**config.mk**
```make
export PLATFORM = sky130hd
export DESIGN_NAME = uart_rx_8n1
export DESIGN_NICKNAME = d
export VERILOG_FILES = /design/src/rtl/uart_pkg.sv /design/src/rtl/uart_rx_sync.sv /design/src/rtl/uart_rx_8n1.sv
export SDC_FILE = /design/constraint.sdc
export NUM_CORES = 1
export LEC_CHECK = 0
export CAP_MARGIN = 40
export CORE_MARGIN = 3
export CORE_UTILIZATION = 62
export CTS_CLUSTER_SIZE = 40
export DETAILED_ROUTE_END_ITERATION = 10
export DONT_BUFFER_PORTS = 1
export HOLD_SLACK_MARGIN = 0.05
export PLACE_DENSITY = 0.87
export SLEW_MARGIN = 20
export SYNTH_ARGS = -nofsm -noshare
export SYNTH_HDL_FRONTEND = slang
export SYNTH_HIERARCHICAL = 1
export SYNTH_SLANG_ARGS = --single-unit
```
**constraint.sdc**
```tcl
create_clock -name clk -period 2.3 [get_ports clk]
set_input_delay 0.23 -clock clk [delete_from_list [all_inputs] [get_ports clk]]
set_output_delay 0.23 -clock clk [all_outputs]
set_load 0.02 [all_outputs]
```
**src/rtl/uart_pkg.sv**
```systemverilog
// rtl/uart_pkg.sv - shared UART constants, state encoding and helpers
//
// Purpose : constants shared by the UART receiver and transmitter.
// Contents: default bit period, frame geometry, receiver state encoding,
//           2-of-3 majority helper used for bit decisions.
package uart_pkg;

    // 12 MHz system clock / 9600 baud
    localparam int UART_CLKS_PER_BIT_DEFAULT = 1250;
    localparam int UART_DATA_BITS            = 8;

    // Receiver state encoding (plain constants so older tools can read it)
    localparam logic [2:0] ST_IDLE  = 3'd0;
    localparam logic [2:0] ST_START = 3'd1;
    localparam logic [2:0] ST_DATA  = 3'd2;
    localparam logic [2:0] ST_STOP  = 3'd3;
    localparam logic [2:0] ST_BREAK = 3'd4;

    // Status snapshot of one received frame
    typedef struct packed {
        logic [UART_DATA_BITS-1:0] data;
        logic                      stop_ok;
    } uart_frame_t;

    // 2-of-3 majority vote
    function automatic logic maj3(input logic a, input logic b, input logic c);
        return (a & b) | (a & c) | (b & c);
    endfunction

endpackage

```
**src/rtl/uart_rx_sync.sv**
```systemverilog
// rtl/uart_rx_sync.sv - rx synchronizer with qualified falling-edge detect
//
// Purpose : bring the asynchronous rx pin into the clk domain and flag
//           high-to-low transitions of the synchronized line.
// Ports   :
//   clk        in   system clock
//   rst_n      in   synchronous active-low reset
//   i_rx       in   asynchronous serial line, idle high
//   o_rx_sync  out  synchronized rx
//   o_fall     out  one-cycle flag: synchronized rx went high -> low
module uart_rx_sync #(
    parameter int SYNC_STAGES = 2
) (
    input  logic clk,
    input  logic rst_n,
    input  logic i_rx,
    output logic o_rx_sync,
    output logic o_fall
);

    logic [SYNC_STAGES-1:0] r_sync;
    // r_live marks which stages hold a real pin sample rather than a reset 1
    logic [SYNC_STAGES-1:0] r_live;
    logic                   r_prev;
    logic                   r_armed;
    logic                   w_sync;

    assign w_sync = r_sync[SYNC_STAGES-1];

    always_ff @(posedge clk) begin
        if (!rst_n) begin
            r_sync  <= '1;
            r_live  <= '0;
            r_prev  <= 1'b1;
            r_armed <= 1'b0;
        end else begin
            r_sync[0] <= i_rx;
            r_live[0] <= 1'b1;
            for (int i = 1; i < SYNC_STAGES; i++) begin
                r_sync[i] <= r_sync[i-1];
                r_live[i] <= r_live[i-1];
            end
            r_prev <= w_sync;
            // After reset the line must first be seen high from the pin itself;
            // a line that is already low (mid-frame) must not look like a new edge.
            if (r_live[SYNC_STAGES-1] && w_sync) begin
                r_armed <= 1'b1;
            end
        end
    end

    assign o_rx_sync = w_sync;
    assign o_fall    = r_armed & r_prev & ~w_sync;

endmodule

```
**src/rtl/uart_rx_8n1.sv**
```systemverilog
// rtl/uart_rx_8n1.sv - 8N1 UART receiver with majority-vote bit sampling
//
// Purpose : receive 1 start / 8 data (LSB first) / 1 stop frames and hand
//           each byte over with a valid/ready handshake.
// Ports   :
//   clk        in   system clock, all logic on posedge
//   rst_n      in   synchronous active-low reset
//   rx         in   asynchronous serial line, idle high
//   rx_byte    out  last received byte
//   rx_valid   out  rx_byte holds an unconsumed byte
//   rx_ready   in   consumer takes rx_byte when rx_valid & rx_ready
//   frame_err  out  one-cycle pulse, stop bit sampled low
//   overrun    out  one-cycle pulse, byte overwritten before consumption
//   busy       out  receiver is not idle
module uart_rx_8n1
    import uart_pkg::*;
#(
    parameter int CLKS_PER_BIT = UART_CLKS_PER_BIT_DEFAULT,
    parameter int SYNC_STAGES  = 2
) (
    input  logic       clk,
    input  logic       rst_n,
    input  logic       rx,
    output logic [7:0] rx_byte,
    output logic       rx_valid,
    input  logic       rx_ready,
    output logic       frame_err,
    output logic       overrun,
    output logic       busy
);

    localparam int CNT_W = (CLKS_PER_BIT > 1) ? $clog2(CLKS_PER_BIT) : 1;
    localparam logic [CNT_W-1:0] CNT_LAST = CNT_W'(CLKS_PER_BIT - 1);
    // Three votes straddle the middle of each bit period
    localparam logic [CNT_W-1:0] VOTE_A   = CNT_W'(CLKS_PER_BIT / 2 - 1);
    localparam logic [CNT_W-1:0] VOTE_B   = CNT_W'(CLKS_PER_BIT / 2);
    localparam logic [CNT_W-1:0] VOTE_C   = CNT_W'(CLKS_PER_BIT / 2 + 1);

    logic [2:0]       r_state;
    logic [CNT_W-1:0] r_cnt;
    logic [2:0]       r_bit_idx;
    logic [7:0]       r_shift;
    logic             r_vote_a;
    logic             r_vote_b;
    logic [7:0]       r_rx_byte;
    logic             r_rx_valid;
    logic             r_frame_err;
    logic             r_overrun;

    logic             w_rx_sync;
    logic             w_fall;
    logic             w_vote;
    logic             w_decide;
    logic             w_load;
    logic [CNT_W-1:0] w_cnt_next;

    uart_rx_sync #(
        .SYNC_STAGES(SYNC_STAGES)
    ) u_sync (
        .clk       (clk),
        .rst_n     (rst_n),
        .i_rx      (rx),
        .o_rx_sync (w_rx_sync),
        .o_fall    (w_fall)
    );

    // Third vote is the live synchronized sample, so the decision lands on VOTE_C
    assign w_vote     = maj3(r_vote_a, r_vote_b, w_rx_sync);
    assign w_decide   = (r_cnt == VOTE_C);
    assign w_cnt_next = (r_cnt == CNT_LAST) ? '0 : r_cnt + CNT_W'(1);
    assign w_load     = (r_state == ST_STOP) && w_decide && w_vote;

    // Frame decoding
    always_ff @(posedge clk) begin
        if (!rst_n) begin
            r_state     <= ST_IDLE;
            r_cnt       <= '0;
            r_bit_idx   <= '0;
            r_shift     <= '0;
            r_vote_a    <= 1'b1;
            r_vote_b    <= 1'b1;
            r_frame_err <= 1'b0;
        end else begin
            r_frame_err <= 1'b0;

            if (r_cnt == VOTE_A) begin
                r_vote_a <= w_rx_sync;
            end
            if (r_cnt == VOTE_B) begin
                r_vote_b <= w_rx_sync;
            end

            case (r_state)
                ST_IDLE: begin
                    if (w_fall) begin
                        r_cnt     <= '0;
                        r_bit_idx <= '0;
                        r_state   <= ST_START;
                    end
                end

                ST_START: begin
                    r_cnt <= w_cnt_next;
                    if (w_decide) begin
                        // A start bit that votes high was only a glitch
                        r_state <= w_vote ? ST_IDLE : ST_DATA;
                    end
                end

                ST_DATA: begin
                    r_cnt <= w_cnt_next;
                    if (w_decide) begin
                        r_shift   <= {w_vote, r_shift[7:1]};
                        r_bit_idx <= r_bit_idx + 3'd1;
                        if (r_bit_idx == 3'd7) begin
                            r_state <= ST_STOP;
                        end
                    end
                end

                ST_STOP: begin
                    r_cnt <= w_cnt_next;
                    if (w_decide) begin
                        if (w_vote) begin
                            // Leave mid stop bit so a back-to-back start edge is caught
                            r_state <= ST_IDLE;
                        end else begin
                            r_frame_err <= 1'b1;
                            r_state     <= ST_BREAK;
                        end
                    end
                end

                ST_BREAK: begin
                    // Hold here while the line stays low so a break reports only once
                    if (w_rx_sync) begin
                        r_state <= ST_IDLE;
                    end
                end

                default: begin
                    r_state <= ST_IDLE;
                end
            endcase
        end
    end

    // Output handshake: a load wins over a same-cycle consume
    always_ff @(posedge clk) begin
        if (!rst_n) begin
            r_rx_byte  <= 8'h00;
            r_rx_valid <= 1'b0;
            r_overrun  <= 1'b0;
        end else begin
            if (w_load) begin
                r_rx_byte  <= r_shift;
                r_rx_valid <= 1'b1;
                r_overrun  <= r_rx_valid & ~rx_ready;
            end else begin
                r_overrun <= 1'b0;
                if (rx_ready) begin
                    r_rx_valid <= 1'b0;
                end
            end
        end
    end

    assign rx_byte   = r_rx_byte;
    assign rx_valid  = r_rx_valid;
    assign frame_err = r_frame_err;
    assign overrun   = r_overrun;
    assign busy      = (r_state != ST_IDLE);

endmodule

```
# --- Yosys cells after proc, flatten, opt, wreduce, memory -nomap -nowiden ---
# Cells that the tools add are included.
word_totals:
  reg_bits: 44
  latchBits: 0
  mem_bits_rw: 0
  rom_bits: 0
  in_bits: 4
  word_cells: 76
  mem_count: 0
classes:
  add_sub_neg: 2
  n_mul: 0
  n_div: 0
  order_cmp: 0
  n_eq_ne: 15
  shifts: 0
  mux: 19
  n_bitwise: 10
  n_reduce_logical: 15
ops:
  columns: ["op", "count"]
  rows:
  - ["$eq A11 B10 Y1 const B", 3]
  - ["$mux W3", 9]
  - ["$mux W11", 2]
  - ["$pmux W11 S2", 1]
  - ["$pmux W3 S5", 1]
  - ["$add A11 B1 Y11 const B", 1]
  - ["$eq A11 B11 Y1 const B", 1]
  - ["$ne A2 B2 Y1 const B", 4]
  - ["$and A1 B1 Y1", 6]
  - ["$eq A3 B2 Y1 const B", 2]
  - ["$eq A3 B3 Y1 const B", 2]
  - ["$pmux W3 S2", 1]
  - ["$reduce_and A2 Y1", 3]
  - ["$reduce_and A3 Y1", 2]
  - ["$reduce_and A6 Y1", 1]
  - ["$reduce_bool A2 Y1", 3]
  - ["$mux W1", 4]
  - ["$ne A2 B1 Y1 const B", 2]
  - ["$add A3 B1 Y3 const B", 1]
  - ["$eq A3 B1 Y1 const B", 1]
  - ["$logic_and A1 B1 Y1", 3]
  - ["$logic_not A3 Y1", 1]
  - ["$reduce_bool A3 Y1", 1]
  - ["$reduce_or A3 Y1", 1]
  - ["3 further kinds", 5]

# --- Depth between registers and ports, before layout ---
# Gate-level depths: netlist of the first run.
depth:
  ltp_word: 6
  depth_mapped: 7
  depth_no_buf: 6

# --- By module ---
# The synthesis of the first run kept the hierarchy.
by_module_without_submodules:
  columns: ["module", "n_inst", "cells_each", "area_each_um2", "seq_area_each_um2"]
  rows:
  - ["uart_rx_8n1", 1, 220, 1885.6, 760.7]
  - ["uart_rx_sync", 1, 13, 166.4, 120.1]

# --- Worst setup path before layout of the first run ---
# OpenSTA, ideal clock, no wires.
synth_timing:
  kind: "register -> register"
  from: "reg r_cnt[4]"
  to: "reg r_cnt[1]"
  arrival_ps: 1553
  path_slack_ps: 629
  path_stages_with_launch: 5
  path_buffers: 1
  cell_sequence: "dfxtp_1 > or4b_1 > or3_1 > buf_6 > a32o_2"
synth_via:
  elab_chain_cells: 3
synth_lines:
  columns: ["item", "line_no", "source"]
  rows:
  - ["from (decl)", "uart_rx_8n1.sv:40", "logic [CNT_W-1:0] r_cnt;"]
  - ["from (signal assigned)", "uart_rx_8n1.sv:103", "r_cnt <= w_cnt_next;"]
  - ["from (signal assigned)", "uart_rx_8n1.sv:111", "r_cnt <= w_cnt_next;"]
  - ["from (signal assigned)", "uart_rx_8n1.sv:122", "r_cnt <= w_cnt_next;"]
  - ["$eq A11 B11 Y1", "uart_rx_8n1.sv:70", "assign w_cnt_next = (r_cnt == CNT_LAST) ? '0 : r_cnt + CNT_W'(1);"]
  - ["$mux W11", "uart_rx_8n1.sv:70", null]
  - ["$pmux W11 S2", "uart_rx_8n1.sv:93", "case (r_state)"]
# Every way passes these cells.
# A chain may end at the register's enable or synchronous reset.

# --- Final worst setup path of the first run ---
layout_timing:
  from: "reg r_cnt[7]"
  to: "reg r_cnt[6]"
# The elaborated chain is that of the path after synthesis.

==> results of run 1 <==
[cells by family (layout without fill, tap and decap cells)]
family          Yosys count  after routing  synth area share
flops                    44             44            0.4293
mux                       6              6           0.02927
simple gates            105            105            0.3098
fa+ha+maj                 7              7           0.04146
compound gates           46             46            0.1268
xor+xnor                  2              2          0.008538
buf+inv                  23             23           0.05487
[layout by cell type, fill, tap and decap left out, types with 5 or more instances in the layout]
master,n
inv_1,10
dfxtp_1,44
nand4_1,12
nor2_1,6
a21oi_1,20
mux2i_1,6
nand2b_1,5
o21ai_0,13
ha_1,6
nand2_1,29
clkbuf_4,5
nand3_1,19
[final cells by class]
type	instances	area, um2
tap	44	55.05
clock buffer	5	37.54
sequential	44	880.8
timing repair buffer	5	42.54
clock inverter	3	47.55
multi-input combinational	166	1059
inverter	10	37.54
fill	255	943.4
[critical path, stage by stage, from the launching register on]
cell and delay [ns]:
dfxtp_1 0.58, or4b_1 0.45, or3_1 0.44, a31oi_1 0.22
o22ai_1 0.10
[layer usage]
metal | track usage | wire [um] | up-vias | part of all wire
met2 | 0.3403 | 1879 | 40 | 0.48
met3 | 0.06595 | 205 | 8 | 0.052
met1 | 0.2542 | 1786 | 756 | 0.45
met5 | 0 | 0 | - | 0
li1 | - | - | 841 | -
met4 | 0.1105 | 76 | 0 | 0.019
[power by group through the flow]
stage               Combinational [mW]  Clock, mW  Sequential, mW
floorplan                       0.0256          0           0.788
global placement                0.0246          0           0.788
detailed placement              0.0252          0           0.789
CTS                             0.0309      0.510           0.772
global route                    0.0338      0.533           0.773
finish                          0.0308      0.491           0.772
[sequential cells by signal (all words and copies together), names as in the netlist]
register / count
u_sync/r_sync: 2
rx_valid: 1
rx_byte: 8
overrun: 1
r_bit_idx: 3
u_sync/r_prev: 1
u_sync/r_armed: 1
frame_err: 1
u_sync/r_live: 2
r_cnt: 11
r_shift: 8
r_vote_a: 1
r_vote_b: 1
r_state: 3
[metrics by stage]
stage          worst slack (ns)  hold WS, ns    util
4_1_cts                  0.3860      0.05145  0.6960
2_1_floorplan            0.6292       0.2577       -
3_3_place_gp             0.4869       0.2585  0.6621
5_1_grt                  0.2766      0.07076  0.6960
3_5_place_dp             0.3930       0.2585  0.6621
6_report                 0.4133      0.06629  0.6960
[final timing paths]
| kind | startpoint | to | slack [ns] |
|---|---|---|---|
| hold reg to reg | u_sync/r_sync[0]$_SDFF_PN1_ | u_sync/r_sync[1]$_SDFF_PN1_ | 0.43 |
| hold / removal | rx_ready | overrun$_SDFF_PN0_ | 0.07 |
| setup / recovery | r_cnt[7]$_SDFFE_PN0P_ | r_cnt[6]$_SDFFE_PN0P_ | 0.41 |
| setup reg to reg | r_cnt[7]$_SDFFE_PN0P_ | r_cnt[6]$_SDFFE_PN0P_ | 0.41 |
[what timing repair did]
action / CTS / global route
endpoints found under the hold margin: 11 / 0
hold buffers: 2 / 0
buffers inserted: 0 / 0
==> results_dict.tcl, run 1 <==
set metrics [dict create \
    numCtsBuffers 5 \
    start_kind "flip-flop" \
    synth_nets 243 \
    critPathMaxFanout 12 \
    irDropWorstVdd_mv 0.4346 \
    fmax_mhz 530.0 \
    synth.ff_latch_count 44 \
    drive_gt1_frac 0.09013 \
    num_rows 20 \
    drv_slew 0 \
    seqPwrFrac 0.597 \
    cts_tree "yes" \
    p_comb_frac 0.024 \
    place_area_mm2 0.002054 \
    rsz0062_at_grt "no" \
    synthArstFlopShare 0 \
    p_sw_frac 0.2187 \
    gp_routability_congestion 0.9134 \
    dp.cells 267 \
    fin_crit_ns 1.887 \
    vias 1645 \
    root_buffer "clkbuf_4" \
    htreeDepth 2 \
    yosys-top-cells-area "dfxtp_1 43%, nand2_1 5.3%, a21oi_1 4.9%" \
    status "completed" \
    worstHoldPathType "input port to flip-flop" \
    cp-end-kind "flip-flop" \
    cap_violations 0 \
    cts.clk_slew.worst_paths_ns 0.12 \
    cts_resized 0 \
    clock_latency_ns 0.37 \
    yosys.area.top_type "dfxtp_1" \
    synth.most_common_cell "dfxtp_1" \
    grt_pass1_wl_um 6720 \
    grt_pass1_vias 1518 \
    path_class "flip-flop to flip-flop" \
    crit_arrival_ns 2.15 \
    overflow 0 \
    fp.dieW_um 63.53 \
    clock_skew_ns 0.01824 \
    antenna_found_initial 0 \
    avgSynthCellArea_um2 8.807 \
    port_buffers 0 \
    clk_path_buf_depth 2 \
    grt_max_degree 21 \
    hpwl_um 2577 \
    post-route-period-util 0.8203 \
    netlist_area_mm2 0.002052 \
    viasPerCell 5.939 \
    hold_viol_final 0 \
    antenna_cells 0 \
    grtUsageTotal 0.2126 \
    ant_nets 0 \
    wire_per_inst_um 14.25 \
    synth_cell_type_count 49 \
    holdPathStages 2 \
    pwr-share-clk 0.379 \
    initialDrtViolationCount 146 \
    power_mw 1.294 \
    reg2regPathDepth 4 \
    stdcell_count 277 \
    num_io_pins 16 \
    p_switching_mw 0.2829 \
    ys.flop_type "dfxtp_1" \
    cts.sinks 44 \
    pwr_density_cell_mw_per_mm2 599.0 \
    die_area_mm2 0.004036 \
    ys_top_cells_by_count "44 x dfxtp_1, 29 x nand2_1, 20 x a21oi_1" \
    synthCells 233 \
    nNetsFinal 242 \
    ys_warn_count 6 \
    final_area_mm2 0.002160 \
    cp.required_ns 2.56 \
    worst_pin_slew_ns 0.7478 \
    finalWirelength_um 3947 \
    area_growth_pct 5.244 \
    cellLeakagePower_nw 0.7159 \
    netlist.area_leader.share 0.4293 \
    die_h_um 63.53 \
    drc 0 \
    finalSetupTns_ns 0 \
    synth-edff-count 0 \
    setup_viol_count_final 0 \
    internal_power_mw 1.011 \
    slew_headroom 0.4981 \
    coreArea_mm2 0.003103 \
    start_util 0.6613 \
    dr.pass1.iters 4 \
    ys_seq_area_frac 0.4293 \
]
No activity file was read; power rests on OpenSTA's default activity.
==> inputs of run 2 (changes only) <==
CORE_UTILIZATION = 56   (was 62)
PLACE_DENSITY = 0.83   (was 0.87)
clock period = 1.5 ns   (was 2.3 ns; I/O delays follow)
==> run 2 against run 1 <==
The flow now finishes with violations (setup timing). Final area is 32% higher. Largest cell class unchanged. Die area is 9.7% higher. Final cell count is 16% higher. Highest routed layer unchanged. Non-clock buffer count is 43 higher. Fmax is 7.4% higher. Register-to-register slack worse by 0.67 ns. Flip-flop and latch count stayed put. Clock-buffer cell count stayed put.
==> results_dict.tcl, run 2 (synthesis gave the netlist of run 1 again) <==
set metrics [dict create \
    post-route-period-util 1.171 \
    clk_path_buf_depth 2 \
    worstHoldPathType "input port to flip-flop" \
    dr.pass1.iters 5 \
    final_cell_mix "36 x dfxtp_1, 30 x buf_4, 28 x nand2_1" \
    cts.clk_slew.worst_paths_ns 0.09 \
    crit_path_end "rx_byte[5]$_SDFFE_PN0P_" \
    top_layer_used "met4" \
    viasPerCell 6.528 \
    wire_per_inst_um 20.25 \
    top_register "r_cnt" \
    critPathMaxFanout 5 \
    status "complete, but fails checks" \
    path_class "flip-flop to flip-flop" \
    r2r_slack_ns -0.26 \
    mostFrequentLayoutCell "dfxtp_1" \
    htreeDepth 2 \
    pwr-share-clk 0.430 \
    grt_pass1_wl_um 8776 \
    reg2regPathDepth 5 \
    grtUsageTotal 0.2616 \
    rr_endpoint "rx_byte[5]$_SDFFE_PN0P_" \
    setup_viol_count_final 38 \
    hpwl_um 3273 \
    cts_tree "yes" \
    crit_arrival_ns 1.92 \
    die_h_um 66.53 \
    slew_headroom 0.4893 \
    overflow 0 \
    grt_pass1_vias 1879 \
    drv_slew 0 \
    numCtsBuffers 5 \
    wl_met1_um 2535 \
    num_rows 21 \
    cellLeakagePower_nw 1.007 \
    pwr_density_cell_mw_per_mm2 773.6 \
    gp_routability_congestion 0.8104 \
    rsz0062_at_grt "yes" \
    start_util 0.5961 \
    violations "setup timing" \
    power_mw 2.201 \
    grt_max_degree 21 \
    dr_wl_met3_um 512 \
    hold_slack_ns 0.09257 \
    cp-end-kind "flip-flop" \
    nNetsFinal 285 \
    p_sw_frac 0.2233 \
    clock_latency_ns 0.30 \
    clock_skew_ns 0.008936 \
    hold_viol_final 0 \
    crit_chain "nand4bb_4 > or4_4 > buf_6 > o21ai_1 > a21oi_1" \
    cts.sinks 44 \
    root_buffer "clkbuf_8" \
    nFillCells 181 \
    regToRegStartpoint "r_cnt[8]$_SDFFE_PN0P_" \
    cp.required_ns 1.66 \
    worst_slack_ns -0.2569 \
    ant_nets 0 \
    internal_power_mw 1.709 \
    irDropWorstVdd_mv 0.6095 \
    area_growth_pct 38.66 \
    num_io_pins 16 \
    fin_crit_ns 1.757 \
    cp-startpoint "r_cnt[8]$_SDFFE_PN0P_" \
    initialDrtViolationCount 323 \
    dp_slack_ns -0.1896 \
    coreArea_mm2 0.003442 \
    worst_pin_slew_ns 0.7652 \
    seqPwrFrac 0.537 \
    start_kind "flip-flop" \
    fp.dieW_um 66.53 \
    vias 2102 \
    antenna_found_initial 0 \
    cap_violations 0 \
    crit_slowest_cell "or4_4" \
    port_buffers 0 \
    p_comb_frac 0.033 \
    drc 0 \
    antenna_cells 0 \
    largest_reg_flops 11 \
    drive_gt1_frac 0.4130 \
    p_switching_mw 0.4915 \
    max_stage_delay_ns 0.57 \
    wl_met2_um 3156 \
    die_area_mm2 0.004426 \
    fmax_mhz 569.2 \
    finalWirelength_um 6520 \
]
==> run 2: changes by cell type in the layout (fill, tap and decap cells not counted), moves of 4 or more <==
cell and delta:
o21ai_2 +7, buf_6 +12, buf_4 +27, nand3_2 +10, clkbuf_4 -5, o21ai_0 -11
a21oi_1 -5, nand3_1 -10, dfxtp_1 -8, dfxtp_2 +8, a21oi_2 +5, o21ai_1 +4
clkbuf_8 +5
==> run 2: cell type report <==
type                            count  area (um2)  share of cell area
Inverter                           10       37.54             0.01319
Tap cell                           46       57.56             0.02023
Clock inverter                      3       46.29             0.01627
Timing Repair Buffer               48       470.5              0.1653
Multi-Input combinational cell    166        1274              0.4477
Sequential cell                    44       890.9              0.3131
Clock buffer                        5       68.82             0.02419
==> run 2: repair_timing <==
| item | 4_1_cts | 5_1_grt |
|---|---|---|
| hold buffers | 2 | 0 |
| resized for setup | 34 | 25 |
| setup endpoints to repair | 37 | 39 |
| buffers inserted | 3 | 5 |
| endpoints found under the hold margin | 11 | 0 |
| pin swaps | 7 | 21 |
| gates cloned | 1 | 2 |
==> run 2: worst min-delay path by stage <==
stage | end | from | depth (start not counted)
final | overrun$_SDFF_PN0_ | rx_ready | 2
after global routing | overrun$_SDFF_PN0_ | rx_ready | 2
after CTS | overrun$_SDFF_PN0_ | rx_ready | 2
after detailed placement | u_sync/r_live[0]$_DFF_P_ | rst_n | 0
after global placement | u_sync/r_live[0]$_DFF_P_ | rst_n | 0
after floorplan | u_sync/r_live[0]$_DFF_P_ | rst_n | 0
==> run 2: per-stage QoR <==
| stage | TNS (ns) | cell area [um2] | utilization | cells |
|---|---|---|---|---|
| after floorplan | -2.523 | 2131 | - | 233 |
| after global placement | -1.834 | 2390 | 0.6943 | 302 |
| after detailed placement | -2.991 | 2390 | 0.6943 | 302 |
| after CTS | -2.135 | 2668 | 0.7750 | 316 |
| after global routing | -7.572 | 2845 | 0.8266 | 322 |
| final | -5.697 | 2845 | 0.8266 | 322 |
==> run 2: metal layers <==
layer,vias up,global-route usage
li1,924,-
met3,37,0.05228
met4,0,0.1193
met2,134,0.4399
met5,-,0
met1,1007,0.3197
==> run 2: power groups by stage <==
stage,registers [mW],logic [mW],clock network (mW)
finish,1.18,0.0732,0.947
global route,1.18,0.0790,1.01
CTS,1.18,0.0657,0.951
detailed placement,1.21,0.0544,0
global placement,1.21,0.0536,0
floorplan,1.21,0.0392,0
==> run 2: critical path: cells and delay by family (launching register included) <==
| kind | cells | cell delay, ns |
|---|---|---|
| simple gates | 2 | 0.82 |
| compound gates | 2 | 0.28 |
| flops | 1 | 0.36 |
| buf+inv | 1 | 0.16 |
==> inputs of run 3 (changes only) <==
CORE_MARGIN = 4   (was 3)
==> run 3 against run 2 <==
The run still ends with setup timing left. Setup slack better by 0.081 ns. Flip-flop and latch count is the same. Sequential share of layout area is 0.31 points higher. Clock power increased by 2%. Die area grew 6.1%. Global-route usage fell by 2.1 points. Fmax rose by 4.8%. Critical path depth rose by 3. Clock skew is 0.00053 ns higher. Critical endpoint is now r_state[2]$_SDFFE_PN0P_. Largest cell class unchanged.
==> results_dict.tcl, run 3 (synthesis gave the netlist of run 1 again) <==
set metrics [dict create \
    cts.sinks 44 \
    largest_reg_flops 11 \
    overflow 0 \
    htreeDepth 2 \
    die_area_mm2 0.004696 \
    post-route-period-util 1.117 \
    num_io_pins 16 \
    pwr_density_cell_mw_per_mm2 786.1 \
    final_area_mm2 0.002825 \
    critPathMaxFanout 9 \
    num_rows 21 \
    dr.pass1.iters 4 \
    cp_common_cell "buf_6" \
    cp-startpoint "r_cnt[4]$_SDFFE_PN0P_" \
    antenna_cells 0 \
    path_class "flip-flop to flip-flop" \
    initialDrtViolationCount 218 \
    cp.required_ns 1.73 \
    cap_violations 0 \
    nNetsFinal 285 \
    setup_viol_count_final 38 \
    drv_slew 0 \
    slew_headroom 0.5365 \
    regToRegStartpoint "r_cnt[4]$_SDFFE_PN0P_" \
    crit_arrival_ns 1.90 \
    crit_buf_inv 4 \
    vias 1937 \
    worst_pin_slew_ns 0.6945 \
    cts.clk_slew.worst_paths_ns 0.09 \
    min_from "rx_ready" \
    clk_path_buf_depth 2 \
    stdcell_count 322 \
    gp_routability_congestion 0.8811 \
    ant_nets 0 \
    max_stage_delay_ns 0.34 \
    grt_pass1_wl_um 8321 \
    cp-end-kind "flip-flop" \
    fmax_mhz 596.8 \
    antenna_found_initial 0 \
    status "complete, but fails checks" \
    port_buffers 0 \
    viasPerCell 6.016 \
    rsz0062_at_grt "yes" \
    drive_gt1_frac 0.3877 \
    final_cell_mix "38 x dfxtp_1, 35 x buf_4, 28 x nand2_1" \
    finalWirelength_um 5821 \
    grtUsageTotal 0.2405 \
    crit_chain "buf_4 > nand4bb_4 > buf_6 > nor4_4 > buf_6 > clkbuf_16 > nand3_2 > a21oi_1" \
    mostFrequentLayoutCell "dfxtp_1" \
    start_kind "flip-flop" \
    start_util 0.5961 \
    grt_pass1_vias 1784 \
    clock_latency_ns 0.31 \
    area_growth_pct 37.68 \
    cts_tree "yes" \
    crit_family "buffers and inverters" \
    place_area_mm2 0.002405 \
    crit_slowest_cell "dfxtp_2" \
    grt_max_degree 21 \
    violations "setup timing" \
    numCtsBuffers 5 \
    drc 0 \
    wire_per_inst_um 18.08 \
    coreArea_mm2 0.003442 \
    dp.cells 304 \
    clock_skew_ns 0.009463 \
    worstHoldPathType "input port to flip-flop" \
    hold_viol_final 0 \
    worst_slack_ns -0.1757 \
    irDropWorstVdd_mv 0.7938 \
    root_buffer "clkbuf_8" \
    top_register "r_cnt" \
    fp.dieW_um 68.53 \
    hpwl_um 3193 \
    die_h_um 68.53 \
    fin_crit_ns 1.676 \
    cellLeakagePower_nw 1.008 \
]
-- run 3: what timing repair did --
action                                  CTS  global route
pin swaps                                 8            12
endpoints found under the setup margin   36            39
gates cloned                              1             2
hold buffers                              2             0
endpoints found under the hold margin    11             0
resized for setup                        27            22
buffers inserted                          2             3
-- run 3: power breakdown --
part           total [mW]  switching [mW]  internal (mW)
clock               0.964           0.419          0.545
combinational      0.0785          0.0435         0.0349
sequential           1.18         0.00606           1.17
-- run 3: layout make-up --
| class | instances | area (um2) |
|---|---|---|
| flip-flops and latches | 44 | 893.4 |
| repair buffers | 48 | 451.7 |
| clock inverters | 2 | 38.79 |
| inverters | 10 | 40.04 |
| well taps | 46 | 57.56 |
| multi-input cells | 166 | 1261 |
| fillers | 181 | 616.8 |
| clock buffers | 6 | 82.58 |
-- run 3: per-layer routing --
metal  share of wire  vias to the layer above  GRT usage
met5               0                        -          0
met4           0.019                        0     0.1092
met3           0.080                       11    0.04052
met2            0.49                       88     0.3981
met1            0.41                      915     0.3047
li1                -                      923          -
-- run 3: worst paths after layout --
| path | endpoint | slack [ns] | depth (start not counted) |
|---|---|---|---|
| max reg2reg | r_state[2]$_SDFFE_PN0P_ | -0.18 | 8 |
| min reg2reg | u_sync/r_sync[1]$_SDFF_PN1_ | 0.43 | 1 |
| min | overrun$_SDFF_PN0_ | 0.07 | 2 |
| max | r_state[2]$_SDFFE_PN0P_ | -0.18 | 8 |
-- run 3: metrics by stage --
step | total power [mW] | setup TNS, ns | worst slack [ns] | hold slack, ns | utilization
finish | 2.221 | -3.477 | -0.1757 | 0.06999 | 0.8208
global route | 2.282 | -5.797 | -0.2338 | 0.06981 | 0.8208
CTS | 2.214 | -1.431 | -0.1111 | 0.06846 | 0.7754
detailed placement | 1.266 | -3.699 | -0.1810 | 0.1787 | 0.6987
global placement | 1.264 | -2.432 | -0.1434 | 0.1787 | 0.6987
floorplan | 1.247 | -2.523 | -0.1425 | 0.1777 | -
